--- src/rtl/instr_loader_if.sv ---
`default_nettype none
// ============================================================================
// Module   : instr_loader_if
// Purpose  : Byte-stream input, control and instruction-memory write bus
//            of the program loader.
// Revision : 1.0  initial release
// ============================================================================
interface instr_loader_if #(
    parameter int ADDR_W = 8,
    parameter int DATA_W = 32
);
    logic              start;
    logic [ADDR_W-1:0] load_len;
    logic [7:0]        in_data;
    logic              in_valid;
    logic              in_ready;
    logic              im_we;
    logic [ADDR_W-1:0] im_addr;
    logic [DATA_W-1:0] im_wdata;
    logic              busy;
    logic              cpu_run;
    logic              err;

    // Host / stream source side
    modport master (
        output start, load_len, in_data, in_valid,
        input  in_ready, im_we, im_addr, im_wdata, busy, cpu_run, err
    );

    // Loader side
    modport slave (
        input  start, load_len, in_data, in_valid,
        output in_ready, im_we, im_addr, im_wdata, busy, cpu_run, err
    );
endinterface
`default_nettype wire

--- src/rtl/instr_loader.sv ---
`default_nettype none
// ============================================================================
// Module   : instr_loader
// Purpose  : Assembles a byte stream (MSB first) into instruction words,
//            writes them to sequential instruction-memory addresses and
//            verifies a trailing XOR checksum before releasing the CPU.
// Revision : 1.0  initial release
// ============================================================================
module instr_loader #(
    parameter int ADDR_W = 8,
    parameter int DATA_W = 32
) (
    input wire             clk,
    input wire             rst,
    instr_loader_if.slave  bus
);

    localparam int c_BPW  = DATA_W / 8;
    localparam int c_BC_W = (c_BPW > 1) ? $clog2(c_BPW) : 1;

    localparam logic [2:0] c_IDLE  = 3'd0;
    localparam logic [2:0] c_LOAD  = 3'd1;
    localparam logic [2:0] c_CHECK = 3'd2;
    localparam logic [2:0] c_DONE  = 3'd3;
    localparam logic [2:0] c_ERR   = 3'd4;

    // load_len of zero selects the full 2^ADDR_W-word memory
    localparam logic [ADDR_W:0]   c_MAX_LEN   = {1'b1, {ADDR_W{1'b0}}};
    localparam logic [ADDR_W:0]   c_ONE       = {{ADDR_W{1'b0}}, 1'b1};
    localparam logic [c_BC_W-1:0] c_LAST_BYTE = c_BC_W'(c_BPW - 1);

    logic [2:0]        r_state;
    logic [2:0]        w_next;
    logic [ADDR_W:0]   r_len;
    logic [ADDR_W:0]   r_word_cnt;
    logic [c_BC_W-1:0] r_byte_cnt;
    logic [DATA_W-1:0] r_shift;
    logic [DATA_W-1:0] w_shift_next;
    logic [7:0]        r_csum;
    logic [7:0]        w_csum_next;
    logic              r_we;
    logic [ADDR_W-1:0] r_addr;
    logic [DATA_W-1:0] r_wdata;

    logic              w_in_ready;
    logic              w_busy;
    logic              w_cpu_run;
    logic              w_err;
    logic              w_accept;
    logic              w_start_ok;
    logic              w_last_byte;
    logic              w_last_word;

    assign w_accept    = bus.in_valid && w_in_ready;
    // start is only honoured while no load is in progress
    assign w_start_ok  = bus.start &&
                         ((r_state == c_IDLE) || (r_state == c_DONE) || (r_state == c_ERR));
    assign w_last_byte = (r_byte_cnt == c_LAST_BYTE);
    assign w_last_word = (r_word_cnt == (r_len - c_ONE));
    assign w_csum_next = r_csum ^ bus.in_data;

    // Single-byte words need no shifting; wider words shift MSB first
    generate
        if (DATA_W == 8) begin : g_shift_byte
            assign w_shift_next = bus.in_data;
        end else begin : g_shift_wide
            assign w_shift_next = {r_shift[DATA_W-9:0], bus.in_data};
        end
    endgenerate

    // State register
    always_ff @(posedge clk) begin
        if (rst) begin
            r_state <= c_IDLE;
        end else begin
            r_state <= w_next;
        end
    end

    // Next-state decode
    always_comb begin
        w_next = r_state;
        case (r_state)
            c_IDLE, c_DONE, c_ERR: begin
                if (bus.start) begin
                    w_next = c_LOAD;
                end
            end
            c_LOAD: begin
                if (w_accept && w_last_byte && w_last_word) begin
                    w_next = c_CHECK;
                end
            end
            c_CHECK: begin
                if (w_accept) begin
                    w_next = (bus.in_data == r_csum) ? c_DONE : c_ERR;
                end
            end
            default: w_next = c_IDLE;
        endcase
    end

    // State-decoded outputs
    always_comb begin
        w_in_ready = 1'b0;
        w_busy     = 1'b0;
        w_cpu_run  = 1'b0;
        w_err      = 1'b0;
        case (r_state)
            c_LOAD, c_CHECK: begin
                w_in_ready = 1'b1;
                w_busy     = 1'b1;
            end
            c_DONE:  w_cpu_run = 1'b1;
            c_ERR:   w_err     = 1'b1;
            default: ;
        endcase
    end

    // Word assembly, checksum accumulation and the registered memory write
    always_ff @(posedge clk) begin
        if (rst) begin
            r_len      <= '0;
            r_word_cnt <= '0;
            r_byte_cnt <= '0;
            r_shift    <= '0;
            r_csum     <= '0;
            r_we       <= 1'b0;
            r_addr     <= '0;
            r_wdata    <= '0;
        end else begin
            r_we <= 1'b0;
            if (w_start_ok) begin
                r_len      <= (bus.load_len == '0) ? c_MAX_LEN : {1'b0, bus.load_len};
                r_word_cnt <= '0;
                r_byte_cnt <= '0;
                r_csum     <= '0;
            end else if (w_accept && (r_state == c_LOAD)) begin
                r_shift    <= w_shift_next;
                r_csum     <= w_csum_next;
                r_byte_cnt <= w_last_byte ? '0 : (r_byte_cnt + 1'b1);
                if (w_last_byte) begin
                    // Completed word is written the cycle after its last byte
                    r_we       <= 1'b1;
                    r_addr     <= r_word_cnt[ADDR_W-1:0];
                    r_wdata    <= w_shift_next;
                    r_word_cnt <= r_word_cnt + c_ONE;
                end
            end
        end
    end

    assign bus.in_ready = w_in_ready;
    assign bus.busy     = w_busy;
    assign bus.cpu_run  = w_cpu_run;
    assign bus.err      = w_err;
    assign bus.im_we    = r_we;
    assign bus.im_addr  = r_addr;
    assign bus.im_wdata = r_wdata;

endmodule
`default_nettype wire
--- src/flat_wrapper.sv ---
// flat-port wrapper written by rule: the top's interface ports become plain ports
module instr_loader_flat 
#(
    parameter int ADDR_W = 8,
    parameter int DATA_W = 32
)
  (clk, rst, bus_start, bus_load_len, bus_in_data, bus_in_valid, bus_in_ready, bus_im_we, bus_im_addr, bus_im_wdata, bus_busy, bus_cpu_run, bus_err);
  instr_loader_if #(.ADDR_W(ADDR_W), .DATA_W(DATA_W)) bus_i ();
  input wire clk;
  input wire rst;
  input wire logic [$bits(bus_i.start)-1:0] bus_start;
  input wire logic [$bits(bus_i.load_len)-1:0] bus_load_len;
  input wire logic [$bits(bus_i.in_data)-1:0] bus_in_data;
  input wire logic [$bits(bus_i.in_valid)-1:0] bus_in_valid;
  output wire logic [$bits(bus_i.in_ready)-1:0] bus_in_ready;
  output wire logic [$bits(bus_i.im_we)-1:0] bus_im_we;
  output wire logic [$bits(bus_i.im_addr)-1:0] bus_im_addr;
  output wire logic [$bits(bus_i.im_wdata)-1:0] bus_im_wdata;
  output wire logic [$bits(bus_i.busy)-1:0] bus_busy;
  output wire logic [$bits(bus_i.cpu_run)-1:0] bus_cpu_run;
  output wire logic [$bits(bus_i.err)-1:0] bus_err;
  assign bus_i.start = bus_start;
  assign bus_i.load_len = bus_load_len;
  assign bus_i.in_data = bus_in_data;
  assign bus_i.in_valid = bus_in_valid;
  assign bus_in_ready = bus_i.in_ready;
  assign bus_im_we = bus_i.im_we;
  assign bus_im_addr = bus_i.im_addr;
  assign bus_im_wdata = bus_i.im_wdata;
  assign bus_busy = bus_i.busy;
  assign bus_cpu_run = bus_i.cpu_run;
  assign bus_err = bus_i.err;
  instr_loader #(.ADDR_W(ADDR_W), .DATA_W(DATA_W)) u_core (.clk(clk), .rst(rst), .bus(bus_i));
endmodule
--- config.mk ---
export PLATFORM = sky130hd
export DESIGN_NAME = instr_loader_flat
export DESIGN_NICKNAME = d
export VERILOG_FILES = /design/src/rtl/instr_loader_if.sv /design/src/rtl/instr_loader.sv /design/src/flat_wrapper.sv
export SDC_FILE = /design/constraint.sdc
export NUM_CORES = 1
export LEC_CHECK = 0
export CAP_MARGIN = 20
export CORE_MARGIN = 4
export CORE_UTILIZATION = 53
export CTS_CLUSTER_SIZE = 25
export DETAILED_ROUTE_END_ITERATION = 10
export GPL_ROUTABILITY_DRIVEN = 0
export PLACE_DENSITY = 0.8
export SKIP_LAST_GASP = 1
export SYNTH_ARGS = -nofsm -noshare
export SYNTH_HDL_FRONTEND = slang
export SYNTH_SLANG_ARGS = --single-unit
--- constraint.sdc ---
create_clock -name clk -period 2.2 [get_ports clk]
set_clock_uncertainty 0.2 [all_clocks]
set_input_delay 0.44 -clock clk [delete_from_list [all_inputs] [get_ports clk]]
set_output_delay 0.44 -clock clk [all_outputs]
set_load 0.005 [all_outputs]
==> run_results.csv <==
group,metric,value,unit
logic_synthesis,ys.flop_type,"dfxtp_1",
run_status,status,"completed",
clocking,clk_path_buf_depth,2,
sta,setup_viol,0,
setup_path,start_kind,"flop",
global_route,grt_pass1_vias,3230,
power_and_ir_drop,ir_drop,0.363,mV
logic_synthesis,async_reset_ff_share,0,%
global_route,grt_pass1_wl,15000,um
die,pin_count,65,
logic_synthesis,yosysTopAreaCell,"dfxtp_1",
clocking,clkTransAtPathRegs,100,ps
logic_synthesis,synth_edf_count,0,
routing,avgRoutedWirePerCell,13.8,um
sta,period_minus_slack,2130,ps
setup_path,r2r_cells,7,
clocking,clkSinkCount,96,
min_path,hold_class,"reg2reg",
global_route,grt-ovfl-total,0,
logic_synthesis,ys_seq_area_share,49.1,%
logic_synthesis,synth_cell_types,44,
routing,viasPerCell,5.21,
routing,detail-route-antenna-nets,0,
logic_synthesis,synth_common_cells,"nand2_1 (143), dfxtp_1 (96), a21oi_1 (73)",
die,initial_utilization,54.3,%
clocking,htreeDepth,3,
setup_path,critPathKind,"reg2out",
setup_path,endpoint_kind,"output pin",
place,placed_area,4770,um2
die,fp.coreArea,7210,um2
cells_and_area,finalNetCount,576,
cells_and_area,fin_area,5010,um2
sta,drv_slew,0,
min_path,hp-start,"u_core.bus.im_wdata[25]$_SDFFE_PP0P_",
logic_synthesis,syn_avg_cell_area,8.20,um2
sta,final-hold-violation-count,0,
setup_path,r2r-end,"u_core.r_state[0]$_SDFFE_PP0P_",
setup_path,cp_max_fo,11,
setup_path,worst_ep_required_time,1560,ps
logic_synthesis,synth_seq_cells,96,
clocking,cts_root_buf,"clkbuf_8",
die,placementRows,31,
sta,rsz0062_at_grt,"no",
logic_synthesis,ys_top_cells_by_area,"dfxtp_1 (49%), nand2_1 (14%), a21oi_1 (9.3%), xnor2_1 (4.5%), nor2_1 (3.4%)",
setup_path,cpPeakStageDelay,510,ps
sta,fmax,0.470,GHz
cells_and_area,diodes,0,
global_route,grt_start_max_net_pins,56,
logic_synthesis,yosysTopAreaCellShare,49.1,%
die,die_y,94.0,um
power_and_ir_drop,p_leak,1.81,nW
sta,fin_crit_sh,96.8,%
clocking,clkLatencyLatePin,350,ps
routing,dr.first_iter.drc_count,179,
power_and_ir_drop,pwr_density_cell,652,nW/um2
setup_path,path_delay_family,"buffers and inverters",
cells_and_area,layout-drive-gt1-share,11.1,%
logic_synthesis,syn_nets,501,
global_route,antenna_found_initial,0,
logic_synthesis,synth_area,3920,um2
run,maxCapViolations,0,
clocking,cts_tree,"built",
min_path,min_path_cells,2,
setup_path,r2r_setup_slack,120,ps
logic_synthesis,synth_cells,478,
routing,drcViolationCount,0,
place,place_hpwl,6210,um
min_path,hold_end,"u_core.bus.im_wdata[25]$_SDFFE_PP0P_",
global_route,grt_usage,21.2,%
cells_and_area,area_growth,28.0,%
setup_path,worstReg2RegStart,"u_core.r_len[0]$_SDFFE_PP0P_",
logic_synthesis,ys.warnings.count,0,
place,io_buffers,64,
die,die_w,94.0,um
logic_synthesis,yosysMostFrequentCell,"nand2_1",
clocking,cts_buffers,9,
sta,tightest_slew,556,ps
place,dp_slack,-130,ps
sta,relSlewSlack,63.0,%
setup_path,cp.arrival,1490,ps
setup_path,path_buf_inv,1,
sta,setup_ws,71.5,ps
routing,vias,3426,
setup_path,path_cells,"and3b_1 -> clkdlybuf4s50_1",
routing,routed_wl,9090,um
setup_path,critPathSlowestCell,"clkdlybuf4s50_1",
die,dieArea,8830,um2
routing,first_pass_iters,4,
[kinds of logic (layout without fill, tap and decap cells)]
family / count (synthesis) / count (layout) / synth area share, %
AOI/OAI and AO/OA: 90 / 90 / 12.5
adders and majority gates: 3 / 3 / 0.958
xor gates and xnor gates: 34 / 34 / 7.60
buffers and inverters: 36 / 116 / 4.02
DFF: 96 / 96 / 49.1
and+or+nand+nor: 211 / 211 / 23.8
muxes: 8 / 8 / 2.04
[worst max-delay path by stage]
| stage | end | slack, ps | cells past startpoint | startpoint |
|---|---|---|---|---|
| CTS | bus_busy | -2 | 3 | u_core.r_state[0]$_SDFFE_PP0P_ |
| finish | bus_cpu_run | 70 | 2 | u_core.r_state[0]$_SDFFE_PP0P_ |
| global route | u_core.r_state[1]$_SDFFE_PP0P_ | 10 | 7 | u_core.r_len[0]$_SDFFE_PP0P_ |
| global placement | u_core.r_word_cnt[7]$_SDFFE_PP0P_ | -50 | 7 | bus_in_valid |
| detailed placement | u_core.r_word_cnt[7]$_SDFFE_PP0P_ | -130 | 7 | bus_in_valid |
| floorplan | u_core.r_state[0]$_SDFFE_PP0P_ | 250 | 7 | u_core.r_len[0]$_SDFFE_PP0P_ |
[per-layer routing]
metal | vias to the layer above | part of all wire [%] | track usage, %
met3 | 20 | 4.8 | 4.09
met1 | 1600 | 47 | 28.2
li1 | 1723 | - | -
met2 | 83 | 46 | 34.8
met5 | - | 0 | 0
met4 | 0 | 1.8 | 6.38
[state kept, by name (all words and copies together), names as in the netlist]
signal	cells
u_core.bus.im_addr	8
u_core.bus.im_wdata	32
u_core.bus.im_we	1
u_core.r_byte_cnt	2
u_core.r_csum	8
u_core.r_len	9
u_core.r_shift	24
u_core.r_state	3
u_core.r_word_cnt	9
[timing repair]
item,CTS,global route
hold buffers,0,0
endpoints found under the hold margin,0,0
resized for setup,7,5
buffers inserted,0,1
setup endpoints to repair,4,4
[metrics by stage]
stage	total power, W	hold slack (ps)	std cells	util, %	setup TNS [ps]
4_1_cts	0.00329	258	656	69.2	-4.49
5_1_grt	0.00340	284	657	69.5	0
3_3_place_gp	0.00210	241	640	66.1	-135
2_1_floorplan	0.00200	232	478	-	0
6_report	0.00327	259	657	69.5	0
3_5_place_dp	0.00211	246	640	66.1	-587
[report_power, final]
part           total (W)  internal [W]  switching, W
sequential       0.00179       0.00176     0.0000312
combinational   0.000280      0.000137      0.000143
clock            0.00120      0.000549      0.000650
[tightest hold or removal path, delay by kind of cell, from the launching register on]
family	cells	cell delay, ps
AO/OA/AOI/OAI	1	50
flip-flops	1	320
AND/OR/NAND/NOR	1	50
[layout by cell type (no fill, tap or decap), drive strengths merged, types with 2 or more instances in the layout]
| cell | count |
|---|---|
| clkdlybuf4s50 | 60 |
| nor3 | 6 |
| dfxtp | 96 |
| buf | 31 |
| a21oi | 73 |
| clkinv | 2 |
| o21ai | 6 |
| o31ai | 3 |
| or3 | 3 |
| ha | 3 |
| nand3 | 3 |
| nand2 | 143 |
| xor2 | 14 |
| nand4 | 5 |
| clkbuf | 9 |
| inv | 9 |
| nand2b | 2 |
| xnor2 | 20 |
| dlymetal6s2s | 2 |
| nor4 | 3 |
| nor2 | 36 |
| mux2i | 8 |
[final cells by class]
type	instances	area, um2
Clock inverter	7	87.6
Inverter	6	22.5
Tap cell	99	124
Sequential cell	96	1930
Fill cell	604	2200
Timing Repair Buffer	94	877
Clock buffer	9	124
Multi-Input combinational cell	346	1850
No activity file was read; power rests on OpenSTA's default activity.
